File: src/rtl/dffnq_arb_pkg.sv
// -----------------------------------------------------------------------------
// dffnq_arb_pkg
// Shared types and constants for the dffnq register-bank arbiter.
//   - state_t : controller sequencing states (IDLE, ISSUE, DONE), 2-bit encoding
//   - cmd_t   : one latched bank command {we, addr, wd}
//   - PORT0/PORT1 : requester index values used for SEL and LAST
//   - make_cmd : packs the per-port request fields into a cmd_t
// No ports (package).
// -----------------------------------------------------------------------------
package dffnq_arb_pkg;

  localparam int ARB_DW = 8;
  localparam int ARB_AW = 3;

  typedef enum logic [1:0] {
    IDLE  = 2'd0,
    ISSUE = 2'd1,
    DONE  = 2'd2
  } state_t;

  typedef struct packed {
    logic              we;
    logic [ARB_AW-1:0] addr;
    logic [ARB_DW-1:0] wd;
  } cmd_t;

  localparam logic PORT0 = 1'b0;
  localparam logic PORT1 = 1'b1;

  function automatic cmd_t make_cmd(input logic              we,
                                    input logic [ARB_AW-1:0] addr,
                                    input logic [ARB_DW-1:0] wd);
    cmd_t c;
    c.we   = we;
    c.addr = addr;
    c.wd   = wd;
    return c;
  endfunction

endpackage

File: src/rtl/dffnq_rr_arb2.sv
// -----------------------------------------------------------------------------
// dffnq_rr_arb2
// Combinational two-way picker for the bank controller.
// Build option: DFFNQ_ARB_FIXED_PRIO_EN
//   defined   : port 0 always wins a tie, last is ignored
//   undefined : a tie goes to the port that was not served last (round-robin)
// Ports:
//   req   in  2  request vector {REQ1, REQ0}
//   last  in  1  index of the port served most recently
//   valid out 1  at least one request present
//   sel   out 1  winning port index (meaningful only when valid=1)
// -----------------------------------------------------------------------------
module dffnq_rr_arb2
  import dffnq_arb_pkg::*;
(
  input  logic [1:0] req,
  input  logic       last,
  output logic       valid,
  output logic       sel
);

  // Pick the winner among the presented requests
  always_comb begin
    valid = |req;
    sel   = PORT0;
`ifdef DFFNQ_ARB_FIXED_PRIO_EN
    if (req[0]) begin
      sel = PORT0;
    end else if (req[1]) begin
      sel = PORT1;
    end else begin
      sel = PORT0;
    end
`else
    case (req)
      2'b01:   sel = PORT0;
      2'b10:   sel = PORT1;
      // Tie: hand the bank to whichever port did not get it last time
      2'b11:   sel = (last == PORT0) ? PORT1 : PORT0;
      default: sel = PORT0;
    endcase
`endif
  end

endmodule

File: src/rtl/dffnq_bank_arb.sv
// -----------------------------------------------------------------------------
// dffnq_bank_arb
// Two-requester controller for a negedge-capture register bank built from
// dffnq cells. Each command is launched on a CLK rise (ISSUE), captured by the
// bank on the following fall, and completed with a one-cycle grant (DONE).
// Build option: DFFNQ_ARB_FIXED_PRIO_EN selects fixed priority (port 0 wins
// ties) instead of the default round-robin.
// Ports:
//   CLK        in   1   clock, all state changes on rising edge
//   RN         in   1   synchronous active-low reset
//   REQ0/REQ1  in   1   per-port request, held with its command until GNTx
//   WE0/WE1    in   1   1 = write, 0 = read
//   ADDR0/1    in   AW  word address
//   WD0/WD1    in   DW  write data
//   GNT0/GNT1  out  1   one-cycle completion pulse to the served port
//   RD         out  DW  read data, valid with RVALID, held until next read
//   RVALID     out  1   one-cycle pulse with GNTx of a read
//   BUSY       out  1   high whenever the controller is not IDLE
//   BANK_WE    out  1   bank write strobe (bank samples on CLK fall)
//   BANK_ADDR  out  AW  bank word select, held outside ISSUE
//   BANK_WD    out  DW  bank write data, held outside ISSUE
//   BANK_RD    in   DW  bank read data, settles after CLK fall
// -----------------------------------------------------------------------------
module dffnq_bank_arb
  import dffnq_arb_pkg::*;
#(
  parameter int DW = ARB_DW,
  parameter int AW = ARB_AW
) (
  input  logic          CLK,
  input  logic          RN,
  input  logic          REQ0,
  input  logic          REQ1,
  input  logic          WE0,
  input  logic          WE1,
  input  logic [AW-1:0] ADDR0,
  input  logic [AW-1:0] ADDR1,
  input  logic [DW-1:0] WD0,
  input  logic [DW-1:0] WD1,
  output logic          GNT0,
  output logic          GNT1,
  output logic [DW-1:0] RD,
  output logic          RVALID,
  output logic          BUSY,
  output logic          BANK_WE,
  output logic [AW-1:0] BANK_ADDR,
  output logic [DW-1:0] BANK_WD,
  input  logic [DW-1:0] BANK_RD
);

  state_t        state_r,     state_nxt_s;
  cmd_t          cmd_r,       cmd_nxt_s;
  cmd_t          pick_cmd_s;
  logic          sel_r,       sel_nxt_s;
  logic          last_r,      last_nxt_s;
  logic          pick_valid_s;
  logic          pick_sel_s;
  logic          gnt0_r,      gnt0_nxt_s;
  logic          gnt1_r,      gnt1_nxt_s;
  logic          rvalid_r,    rvalid_nxt_s;
  logic          busy_r,      busy_nxt_s;
  logic          bank_we_r,   bank_we_nxt_s;
  logic [AW-1:0] bank_addr_r, bank_addr_nxt_s;
  logic [DW-1:0] bank_wd_r,   bank_wd_nxt_s;
  logic [DW-1:0] rd_r,        rd_nxt_s;

  dffnq_rr_arb2 u_arb (
    .req   ({REQ1, REQ0}),
    .last  (last_r),
    .valid (pick_valid_s),
    .sel   (pick_sel_s)
  );

  // Gather the winning port's command fields
  always_comb begin
    if (pick_sel_s == PORT1) begin
      pick_cmd_s = make_cmd(WE1, ADDR1, WD1);
    end else begin
      pick_cmd_s = make_cmd(WE0, ADDR0, WD0);
    end
  end

  // Next-state and next-output decode for the IDLE/ISSUE/DONE sequence
  always_comb begin
    state_nxt_s     = state_r;
    cmd_nxt_s       = cmd_r;
    sel_nxt_s       = sel_r;
    last_nxt_s      = last_r;
    gnt0_nxt_s      = 1'b0;
    gnt1_nxt_s      = 1'b0;
    rvalid_nxt_s    = 1'b0;
    bank_we_nxt_s   = 1'b0;
    bank_addr_nxt_s = bank_addr_r;
    bank_wd_nxt_s   = bank_wd_r;
    rd_nxt_s        = rd_r;
    case (state_r)
      IDLE: begin
        if (pick_valid_s) begin
          state_nxt_s     = ISSUE;
          cmd_nxt_s       = pick_cmd_s;
          sel_nxt_s       = pick_sel_s;
          // Bank pins are loaded on entry so they are stable for the
          // whole ISSUE cycle, including its falling edge.
          bank_we_nxt_s   = pick_cmd_s.we;
          bank_addr_nxt_s = pick_cmd_s.addr;
          bank_wd_nxt_s   = pick_cmd_s.wd;
        end else begin
          state_nxt_s     = IDLE;
        end
      end
      ISSUE: begin
        state_nxt_s     = DONE;
        bank_addr_nxt_s = cmd_r.addr;
        bank_wd_nxt_s   = cmd_r.wd;
        // BANK_RD has settled since the fall inside ISSUE
        if (!cmd_r.we) begin
          rd_nxt_s = BANK_RD;
        end else begin
          rd_nxt_s = rd_r;
        end
        if (sel_r == PORT1) begin
          gnt1_nxt_s = 1'b1;
        end else begin
          gnt0_nxt_s = 1'b1;
        end
        rvalid_nxt_s = ~cmd_r.we;
      end
      DONE: begin
        state_nxt_s = IDLE;
        last_nxt_s  = sel_r;
      end
      default: begin
        state_nxt_s = IDLE;
      end
    endcase
    busy_nxt_s = (state_nxt_s != IDLE);
  end

  // FSM state register
  always_ff @(posedge CLK) begin
    if (!RN) begin
      state_r <= IDLE;
    end else begin
      state_r <= state_nxt_s;
    end
  end

  // Command, arbitration history and registered outputs
  always_ff @(posedge CLK) begin
    if (!RN) begin
      cmd_r       <= '0;
      sel_r       <= PORT0;
      last_r      <= PORT1;
      gnt0_r      <= 1'b0;
      gnt1_r      <= 1'b0;
      rvalid_r    <= 1'b0;
      busy_r      <= 1'b0;
      bank_we_r   <= 1'b0;
      bank_addr_r <= '0;
      bank_wd_r   <= '0;
      rd_r        <= '0;
    end else begin
      cmd_r       <= cmd_nxt_s;
      sel_r       <= sel_nxt_s;
      last_r      <= last_nxt_s;
      gnt0_r      <= gnt0_nxt_s;
      gnt1_r      <= gnt1_nxt_s;
      rvalid_r    <= rvalid_nxt_s;
      busy_r      <= busy_nxt_s;
      bank_we_r   <= bank_we_nxt_s;
      bank_addr_r <= bank_addr_nxt_s;
      bank_wd_r   <= bank_wd_nxt_s;
      rd_r        <= rd_nxt_s;
    end
  end

  assign GNT0      = gnt0_r;
  assign GNT1      = gnt1_r;
  assign RVALID    = rvalid_r;
  assign BUSY      = busy_r;
  assign BANK_WE   = bank_we_r;
  assign BANK_ADDR = bank_addr_r;
  assign BANK_WD   = bank_wd_r;
  assign RD        = rd_r;

endmodule

File: config.mk
export PLATFORM = sky130hd
export DESIGN_NAME = dffnq_bank_arb
export DESIGN_NICKNAME = d
export VERILOG_FILES = /design/src/rtl/dffnq_arb_pkg.sv /design/src/rtl/dffnq_rr_arb2.sv /design/src/rtl/dffnq_bank_arb.sv
export SDC_FILE = /design/constraint.sdc
export NUM_CORES = 1
export LEC_CHECK = 0
export ABC_AREA = 1
export BUFFER_PORTS_ARGS = -buffer_cell sky130_fd_sc_hd__buf_4
export CAP_MARGIN = 30
export CORE_UTILIZATION = 35
export CTS_CLUSTER_SIZE = 28
export DETAILED_ROUTE_END_ITERATION = 8
export PLACE_DENSITY = 0.62
export SYNTH_ARGS = -nofsm -noshare
export SYNTH_HDL_FRONTEND = slang
export SYNTH_SLANG_ARGS = --single-unit
File: constraint.sdc
create_clock -name CLK -period 1.6 [get_ports CLK]
set_clock_uncertainty 0.2 [all_clocks]
set_input_delay 0.16 -clock CLK [delete_from_list [all_inputs] [get_ports CLK]]
set_output_delay 0.16 -clock CLK [all_outputs]
set_load 0.05 [all_outputs]
# Word level (Yosys, flattened, before mapping)
# Index checks and enable logic that the tools add are counted.
# Widths: inputs -> output; s select.
[op_classes] n_eq_ne=5 mux=11 bitwise_logic=1 reduce_logical=9
[ops] op="$pmux 8 s2" count=1
[ops] op="$mux 12" count=1
[ops] op="$mux 8" count=1
[ops] op="$reduce_and 2->1" count=4
[ops] op="$eq 2x2->1 const B" count=3
[ops] op="$pmux 3 s2" count=1
[ops] op="$mux 1" count=4
[ops] op="$pmux 2 s2" count=1
[ops] op="$reduce_bool 2->1" count=2
[ops] op="$mux 3" count=1
[ops] op="$reduce_and 3->1" count=1
[ops] op="$eq 2x1->1 const B" count=1
[ops] op="$logic_not 2->1" count=1
[ops] op="$ne 2x2->1 const B" count=1
[ops] op="$pmux 1 s2" count=1
[ops] op="$reduce_or 2->1" count=1
[ops] op="$not 1->1" count=1
[word_totals] reg_bits=40 inputBits=36 output_inout_bits=24 elab_cells=40

# Logic depth before layout (Yosys ltp)
[logic_depth] depth_word=5 ltp_mapped=8 ltp_nobuf=7

# By module
# A second synthesis with hierarchy kept.
[unflattened] cells_unflattened=230 area_unflattened_um2=1635.3
[modules_own_cells] mod="dffnq_bank_arb" n_inst=1 cells_each=227 area_each_um2=1620.3 seq_area_each_um2=800.8
[modules_own_cells] mod="dffnq_rr_arb2" n_inst=1 cells_each=3 area_each_um2=15.0 seq_area_each_um2=0.0

# Least setup slack after synthesis
# OpenSTA, ideal clock, no wires.
[synth_timing] kind="register -> register" from="reg state_r[1]" to="reg bank_addr_r[0], in the netlist BANK_ADDR[0]" setup_ns=0.128 arrival_ns=0.947 t_required_ns=1.272 slack_ns=0.326 stages_incl_launch_ff=9 path_buffers=1 synth_period_minus_slack_ns=1.274 cell_sequence="dfxtp_1 inv_2 nand2_1 inv_1 buf_2 nand2_1 nand2_1 nor2_1 nor2_1"
[synth_via] elab_chain_len=3 word_cells_on_any_way=6 cone_classes="eq/ne: 2; mux: 1; reduce/logical: 3"
[synth_lines] element="from (decl)" line="dffnq_bank_arb.sv:51" text="state_t state_r, state_nxt_s;"
[synth_lines] element="from (signal assigned)" line="dffnq_bank_arb.sv:144" text="state_r <= state_nxt_s;"
[synth_lines] element="$eq 2x1->1 or $logic_not 2->1 (tied branches)" line="dffnq_bank_arb.sv:96" text="case (state_r)"
[synth_lines] element="$reduce_bool 2->1 (no line) or $ne 2x2->1 (tied branches)"
[synth_lines] element="$reduce_and 2->1 (no line)"
[synth_lines] element="to (signal assigned)" line="dffnq_bank_arb.sv:171" text="bank_addr_r <= bank_addr_nxt_s;"
[synth_lines] element="to (decl)" line="dffnq_bank_arb.sv:63" text="logic [AW-1:0] bank_addr_r, bank_addr_nxt_s;"
# Parallel ways exist; a longest one is shown, timed or not.
# A chain may end at the register's enable or synchronous reset.

# Worst setup path in the final report
[layout_timing] from="reg state_r[1]" to="reg bank_wd_r[1], in the netlist BANK_WD[1]"
[layout_via] elab_chain_len=3 word_cells_on_any_way=6 cone_classes="eq/ne: 2; mux: 1; reduce/logical: 3"
[layout_lines] element="$eq 2x1->1 or $logic_not 2->1 (tied branches)" line="dffnq_bank_arb.sv:96"
[layout_lines] element="$reduce_bool 2->1 (no line) or $ne 2x2->1 (tied branches)"
[layout_lines] element="$reduce_and 2->1 (no line)"
[layout_lines] element="to (signal assigned)" line="dffnq_bank_arb.sv:172" text="bank_wd_r <= bank_wd_nxt_s;"
[layout_lines] element="to (decl)" line="dffnq_bank_arb.sv:64" text="logic [DW-1:0] bank_wd_r, bank_wd_nxt_s;"
# Parallel ways exist; a longest one is shown, timed or not.

==> flow_summary.yaml <==
clock_tree:
  cts_htree_levels: 2
  cts_made_buffers: 5
  cts_resized: 0
  clk_pin_slew_worst_paths_ns: 0.07
  clockBufferDepth: 2
  holdBufCountCts: 10
  cts_tree: "yes"
  cts_sinks: 40
  clk_latency_ns: 0.29
  root_buffer: "clkbuf_8"
  cts_setup_buffers: 0
finish:
  syn_to_final_growth_pct: 41.8
  final_cells: 423
  post-route-util: 0.528
  drive_gt1_frac: 0.225
  multi_input_comb_area_um2: 773
  layout.nets: 391
  diodes: 0
  seq_area_um2: 801
  n_fill_cell: 481
setup_path:
  crit_family: "simple AND/OR/NAND/NOR gates"
  cpMostUsedCell: "nand2_1"
  crit_chain: "inv_2 -> nand2_1 -> inv_1 -> nand2_1 -> nand2_1 -> nor2_1 -> nor2_1"
  critPathCaptureType: "flop"
  worst-path-buf-inv: 2
  crit_arrival_ns: 1.36
  path_depth: 7
  path_class: "flop to flop"
  cp.required_ns: 1.58
  start_kind: "flop"
  cp_slowest_cell: "dfxtp_1"
  max_stage_delay_ns: 0.36
  cp_max_fo: 11
  worstRegToRegCells: 7
timing:
  finalSetupViolations: 0
  fin_tns_setup_ns: 0
  min_period_over_period: 0.863
  post-route-min-period_ns: 1.38
  slew_headroom: 0.759
  slew_violations: 0
  fmax_ghz: 0.724
  hold_viol_final: 0
  worst_pin_slew_ns: 0.361
  fin_hold_ws_ns: 0.0280
  rsz0062_at_grt: "false"
synth:
  syn_area_per_cell_um2: 6.47
  yosys_warnings: 0
  synth_seq_area_share: 0.444
  yosysUniqueCellTypes: 15
  synth_nets: 315
  yosys_register_bits: 40
  syn_inst: 279
  netlist_area_mm2: 0.00180
global_routing:
  gr-max-usage-layer: "met2"
  grt_max_degree: 24
  grtUsageMet3: 0.0439
  use_met2: 0.305
  track_usage: 0.181
  grtUsageMet1: 0.218
  antenna_found_initial: 0
  grt_overflow: 0
  grt_pass1_wl_um: 7450
  first_global_vias: 1761
die:
  io_pins: 60
  start_util: 0.372
  dieArea_mm2: 0.00545
  die_width_um: 73.8
  die_y_um: 73.8
  core_area_mm2: 0.00485
  fp-row-count: 25
pwr:
  finalPower_mw: 2.58
  irDropWorstVdd_uv: 440
  power.density_mw_per_mm2: 1010
  p_leak_nw: 1.41
placed_design:
  place.gp.congestion: 0.782
  port_buffers: 59
  hpwlAfterDp_um: 3180
  place_inst: 405
drt:
  wire_per_inst_um: 10.5
  routed_wl_um: 4460
  avgViaCountPerCell: 4.42
  remaining_drc_errors: 0
  drtIter0Drc: 99
  drt_pass1_iterations: 4
  dr_total_vias: 1870
  detail-route-antenna-nets: 0
hold_path:
  hold_depth: 5
  hp-class: "input port to flop"
run:
  cap_violations: 0
status:
  run_status: "finished clean"
## path summary, 6_finish.rpt
check                         from                       to  slack [ns]
max          state_r[1]$_SDFF_PN0_  BANK_WD[1]$_SDFFE_PN0P_        0.22
min                         WD0[6]    cmd_r[6]$_SDFFE_PN0P_        0.03
max reg2reg  state_r[1]$_SDFF_PN0_  BANK_WD[1]$_SDFFE_PN0P_        0.22
min reg2reg  cmd_r[9]$_SDFFE_PN0P_    cmd_r[9]$_SDFFE_PN0P_        0.27
## Yosys cell counts
cell      count  area share
a21oi_1      13       0.036
buf_2         7       0.019
buf_4         1      0.0042
buf_6         1      0.0062
clkbuf_1      3      0.0062
dfxtp_1      40        0.44
inv_1        43       0.089
inv_2         1      0.0021
nand2_1      64        0.13
nand3_1      37        0.10
nor2_1       56        0.12
nor2_2        1      0.0035
nor2_4        1      0.0062
o21ai_0      10       0.028
o21ai_1       1      0.0028
## layout by cell type (no fill, tap or decap), drive strengths merged
master	n
dlygate4sd3	10
dfxtp	40
o21ai	11
buf	71
a21oi	13
nand2	64
inv	44
nor2	58
nand3	37
clkbuf	8
## area by class of cell
class / count / area share
well taps: 67 / 0.0328
clock buffers: 8 / 0.0352
multi-input cells: 183 / 0.302
flip-flops and latches: 40 / 0.313
repair buffers: 81 / 0.252
inverters: 44 / 0.0645
## flip-flops by register name, indices dropped and copies added (netlist names)
signal     count
BANK_ADDR      3
GNT0           1
cmd_r         12
GNT1           1
RVALID         1
sel_r          1
RD             8
BANK_WD        8
last_r         1
BUSY           1
BANK_WE        1
state_r        2
## logic make-up after synthesis
group	after synthesis	share of synthesized area
compound gates	24	0.0666
flops	40	0.444
simple gates	159	0.362
buf+inv	56	0.128
## per-stage QoR
step / area [um^2] / worst slack (ns)
5_1_grt: 2560 / 0.0127
2_1_floorplan: 1800 / 0.326
3_5_place_dp: 2370 / 0.218
4_1_cts: 2560 / 0.201
6_report: 2560 / 0.219
3_3_place_gp: 2370 / 0.284
## power by group
part / switching, mW / total, mW / internal, mW / leakage, nW
clock: 0.334 / 0.686 / 0.352 / 0.0455
combinational: 0.472 / 0.755 / 0.282 / 1.03
sequential: 0.0491 / 1.14 / 1.09 / 0.330
## layer usage
layer / routed length (um) / share of wire
met1: 2080 / 0.47
met2: 2140 / 0.48
met3: 167 / 0.037
met4: 72 / 0.016
met5: 0 / 0
## worst min-delay path: cells and delay by family
| family | cells | cell delay (ns) |
|---|---|---|
| buffers and inverters | 2 | 0.15 |
| AND/OR/NAND/NOR | 2 | 0.12 |
| AO/OA/AOI/OAI | 1 | 0.05 |
Power figures use the tool's default switching activity.
